[src/rtl/nbit_arb_mux_reg_if.sv]
// Handshake bundle for the arbitrating mux: CH producer channels in, one registered consumer port out.
// The slave modport is the arbiter's view; master is the producer/consumer side.
interface nbit_arb_mux_reg_if #(
    parameter int N  = 8,
    parameter int CH = 4
);
    localparam int SW = (CH > 1) ? $clog2(CH) : 1;

    logic [CH*N-1:0] in_data;
    logic [CH-1:0]   in_valid;
    logic [CH-1:0]   in_ready;
    logic [N-1:0]    out_data;
    logic            out_valid;
    logic            out_ready;
    logic [SW-1:0]   out_sel;

    modport slave (
        input  in_data, in_valid, out_ready,
        output in_ready, out_data, out_valid, out_sel
    );

    modport master (
        output in_data, in_valid, out_ready,
        input  in_ready, out_data, out_valid, out_sel
    );
endinterface

[src/rtl/nbit_arb_mux_reg.sv]
// Registered CH-channel arbitrating mux: round-robin or fixed-priority grant into a
// one-entry output register with valid/ready on both sides.
module nbit_arb_mux_reg #(
    parameter int N    = 8,
    parameter int CH   = 4,
    parameter int MODE = 0
) (
    input logic               clk,
    input logic               rst_n,
    nbit_arb_mux_reg_if.slave bus
);
    localparam int SW = (CH > 1) ? $clog2(CH) : 1;

    logic [N-1:0]  data_q;
    logic [SW-1:0] sel_q;
    logic          valid_q;
    logic [SW-1:0] rr_ptr;

    logic [CH-1:0] grant;
    logic [SW-1:0] win;
    logic [SW-1:0] scan;
    logic          found;
    logic          accept_en;
    logic          xfer;

    // Scan channels starting at rr_ptr (round-robin) or at 0 (fixed priority); first valid wins.
    always_comb begin
        grant = '0;
        win   = '0;
        scan  = '0;
        found = 1'b0;
        for (int k = 0; k < CH; k++) begin
            if (MODE == 1)
                scan = SW'(k);
            else
                scan = SW'((int'(rr_ptr) + k) % CH);
            if (!found && bus.in_valid[scan]) begin
                found       = 1'b1;
                win         = scan;
                grant[scan] = 1'b1;
            end
        end
    end

    assign accept_en    = !valid_q || bus.out_ready;
    assign xfer         = found && accept_en;
    assign bus.in_ready = grant & {CH{accept_en}};

    // A new word always overwrites the register; valid only drops when drained with nothing to replace it.
    always_ff @(posedge clk or negedge rst_n) begin
        if (!rst_n) begin
            data_q  <= '0;
            sel_q   <= '0;
            valid_q <= 1'b0;
            rr_ptr  <= '0;
        end else if (xfer) begin
            data_q  <= bus.in_data[int'(win)*N +: N];
            sel_q   <= win;
            valid_q <= 1'b1;
            if (MODE == 0)
                rr_ptr <= (int'(win) == CH - 1) ? '0 : win + 1'b1;
        end else if (bus.out_ready) begin
            valid_q <= 1'b0;
        end
    end

    assign bus.out_data  = data_q;
    assign bus.out_sel   = sel_q;
    assign bus.out_valid = valid_q;
endmodule

[src/flat_wrapper.sv]
// flat-port wrapper written by rule: the top's interface ports become plain ports
module nbit_arb_mux_reg_flat 
#(
    parameter int N    = 8,
    parameter int CH   = 4,
    parameter int MODE = 0
)
  (clk, rst_n, bus_in_data, bus_in_valid, bus_out_ready, bus_in_ready, bus_out_data, bus_out_valid, bus_out_sel);
  nbit_arb_mux_reg_if #(.N(N), .CH(CH)) bus_i ();
  input logic clk;
  input logic rst_n;
  input wire logic [$bits(bus_i.in_data)-1:0] bus_in_data;
  input wire logic [$bits(bus_i.in_valid)-1:0] bus_in_valid;
  input wire logic [$bits(bus_i.out_ready)-1:0] bus_out_ready;
  output wire logic [$bits(bus_i.in_ready)-1:0] bus_in_ready;
  output wire logic [$bits(bus_i.out_data)-1:0] bus_out_data;
  output wire logic [$bits(bus_i.out_valid)-1:0] bus_out_valid;
  output wire logic [$bits(bus_i.out_sel)-1:0] bus_out_sel;
  assign bus_i.in_data = bus_in_data;
  assign bus_i.in_valid = bus_in_valid;
  assign bus_i.out_ready = bus_out_ready;
  assign bus_in_ready = bus_i.in_ready;
  assign bus_out_data = bus_i.out_data;
  assign bus_out_valid = bus_i.out_valid;
  assign bus_out_sel = bus_i.out_sel;
  nbit_arb_mux_reg #(.N(N), .CH(CH), .MODE(MODE)) u_core (.clk(clk), .rst_n(rst_n), .bus(bus_i));
endmodule
[config.mk]
export PLATFORM = sky130hd
export DESIGN_NAME = nbit_arb_mux_reg_flat
export DESIGN_NICKNAME = d
export VERILOG_FILES = /design/src/rtl/nbit_arb_mux_reg_if.sv /design/src/rtl/nbit_arb_mux_reg.sv /design/src/flat_wrapper.sv
export SDC_FILE = /design/constraint.sdc
export NUM_CORES = 1
export LEC_CHECK = 0
export BUFFER_PORTS_ARGS = -buffer_cell sky130_fd_sc_hd__buf_2
export CORE_ASPECT_RATIO = 0.5
export CORE_UTILIZATION = 41
export CTS_CLUSTER_DIAMETER = 40
export DETAILED_ROUTE_END_ITERATION = 10
export GPL_ROUTABILITY_DRIVEN = 0
export PLACE_DENSITY = 0.66
export SETUP_SLACK_MARGIN = 0.1
export SYNTH_ARGS = -nofsm -noshare
export SYNTH_HDL_FRONTEND = slang
export SYNTH_SLANG_ARGS = --single-unit
[constraint.sdc]
create_clock -name clk -period 5.6 [get_ports clk]
set_input_delay 0.56 -clock clk [delete_from_list [all_inputs] [get_ports clk]]
set_output_delay 0.56 -clock clk [all_outputs]
set_load 0.005 [all_outputs]
==> metrics.txt <==
clk sinks=13; via count=1190; Layout fillers=292; Skew-Pair Late Insertion Delay=240 ps; worst endpoint required time=5040 ps; CP Cell Sequence=inv_1 -> ha_1 -> mux4_2 -> and2b_1 -> a22oi_1 -> nor2_1 -> a221oi_1 -> nor2_1 -> buf_2; P_int=0.4941 mW; Detailed Place HPWL=2187 um; WP data arrival=3100 ps; Seq/Total Area, Yosys=24.64%; final hold vios=0; Synth Cell Area=1320 um^2; Worst slew margin=46.36%; most common cell in the netlist=nor2_1; router iterations before antenna repair=4; YS warnings=0; Max Freq=0.2734 GHz; core area=3030 um^2; WL/cell=13.04 um; Placement Rows=14; DIE WIDTH=82.25 um; post-synth top area cell=dfrtp_1; status=completed; gr usage total=18.03%; nets=232; cell family with most CP delay=flip-flops; CTS H-Tree Depth=1; VDD IR-drop max=0.0002604 V; share of cells above drive strength 1=38.04%; hold_buf cts=0; power per cell area=562.5 nW/um^2; switching part of the total=45.70%; kind of critical path=register to primary output; # Post-CTS Setup Buffers=0; slowest cell delay on critical path=840 ps; syn avg cell area=9.635 um^2; clock share of power=9.1%; Clock Pin Slew Worst Setup and Hold Paths=50 ps; actual slew at the worst max-slew pin=801.7 ps; Resized cells post-CTS=0; most numerous cell on the critical path=nor2_1; Final Skew=1.527 ps; setup violators final=0; worst path bufs/invs=2; initial antenna violation count=0; FF/Latch Area=325.3 um^2; largest net degree at the start of global routing=24; commonest register cell after synthesis=dfrtp_1; area delta synth->final=22.56%; number of global-route vias before repair=1123; CTS tree=done; ANT nets after route=0; startpoint types=register; CTS root buffer=clkbuf_8; detailed-route DRC error count=0; first-pass GRT wire length=4857 um; Post-synth EDFFs=0; Yosys reg bits=13; Slew Viols, Final=0; min cycle time layout=3657 ps; Vias/cell=5.313; initial DRC count=71; number of max-cap violations=0; crit end category=primary output; CTS max path bufs=2; Fin Hold WS=198.3 ps; share of the synthesized area in the top cell type=24.64%; area occupied by multi-input gates=924.6 um^2; CTS buffer count=3; combinational group share of total power=69.5%; worst-path maximum fanout=23; syn nets=184; DRT Wirelength=2921 um; synth unique cells=41; Die H=42.12 um; ANT cells=0; Seq pwr share=21.4%; Post-synth ARST share=100.0%; Port Buffers=53; Mapped Cells=137; crit path max-delay cell type=dfrtp_1; period utilization=65.31%; Ports=54; Fin Setup TNS=0 ps; gr ovfl total=0; RSZ-0062 raised after global routing=no; switching power=0.4158 mW; synth top area cells=dfrtp_1 25%, mux2i_1 12%, a221oi_2 8.0%, ha_1 7.6%, mux4_2 6.8%; most frequent cells after synthesis=22 x nor2_1, 16 x mux2i_1, 13 x dfrtp_1, 8 x ha_1; Initial Utilization=43.56%; hold crit path type=input port to async pin; Leakage=0.7596 nW; Die ar.=3464 um^2
==> path summary, 6_finish.rpt <==
kind / depth (start not counted) / end / slack [ps] / from
worst max-delay path: 9 / bus_in_ready[3] / 1940 / u_core.rr_ptr[0]$_DFFE_PN0P_
worst min-delay path: 1 / u_core.bus.out_sel[1]$_DFFE_PN0P_ / 200 / rst_n
worst max register to register: 7 / u_core.bus.out_data[7]$_DFFE_PN0P_ / 1960 / u_core.rr_ptr[0]$_DFFE_PN0P_
worst min register to register: 2 / u_core.bus.out_sel[1]$_DFFE_PN0P_ / 490 / u_core.bus.out_sel[1]$_DFFE_PN0P_
max in group asynchronous: 1 / u_core.bus.out_data[5]$_DFFE_PN0P_ / 5170 / rst_n
min in group clk: 2 / u_core.bus.out_sel[1]$_DFFE_PN0P_ / 490 / u_core.bus.out_sel[1]$_DFFE_PN0P_
==> layout make-up <==
cell class	count	share of cell area, %
Clock buffer	4	2.784
Sequential cell	13	20.11
Multi-Input combinational cell	112	57.15
Tap cell	40	3.094
Timing Repair Buffer	53	16.40
Inverter	2	0.4640
==> power groups by stage <==
stage / Sequential (mW) / Combinational (mW) / Clock (mW)
after floorplan: 0.177 / 0.549 / 0
after global placement: 0.198 / 0.631 / 0
after detailed placement: 0.198 / 0.638 / 0
after CTS: 0.196 / 0.642 / 0.0851
after global routing: 0.205 / 0.702 / 0.0890
final: 0.195 / 0.633 / 0.0826
==> flip-flops by register name (all words and copies together) (netlist names) <==
signal                cells
u_core.bus.out_data       8
u_core.bus.out_valid      1
u_core.rr_ptr             2
u_core.bus.out_sel        2
==> metal layers <==
metal | part of all wire, % | wire [um] | vias to the layer above | track usage [%]
met5 | 0 | 0 | - | 0
met4 | 0.21 | 6 | 0 | 2.105
met3 | 4.0 | 116 | 2 | 3.696
met2 | 48 | 1410 | 26 | 30.91
met1 | 47 | 1387 | 550 | 24.08
li1 | - | - | 612 | -
==> cell families (layout without fill, tap and decap cells) <==
| kind of cell | Yosys count | in the layout | synth area share, % |
|---|---|---|---|
| flip-flops | 13 | 13 | 24.64 |
| adder cells (fa/ha/maj) | 8 | 8 | 7.583 |
| AND/OR/NAND/NOR | 48 | 48 | 18.20 |
| AO/OA/AOI/OAI | 35 | 35 | 24.46 |
| buffers and inverters | 12 | 59 | 5.308 |
| multiplexers | 21 | 21 | 19.81 |
==> through the flow <==
stage                     instance area, um^2  cells  utilization, %  worst slack [ps]  power [mW]
after floorplan                          1320    137               -              2320      0.7262
after global placement                   1573    220           51.90              2062      0.8289
after detailed placement                 1573    220           51.90              1921      0.8359
after CTS                                1618    224           53.39              1906      0.9235
after global routing                     1618    224           53.39              1571      0.9963
final                                    1618    224           53.39              1943      0.9100
==> cell usage in the layout, fill, tap and decap left out, types with 3 or more instances in the layout <==
cell type / n
buf_2: 53
nor2_1: 22
mux2i_1: 16
dfrtp_1: 13
ha_1: 8
nand2_1: 7
a221oi_2: 7
mux4_2: 4
o21ai_0: 4
a21oi_1: 4
a22oi_1: 4
a221oi_1: 4
nand2b_1: 3
nor3b_1: 3
clkbuf_8: 3
(Power assumes the default switching activity.)
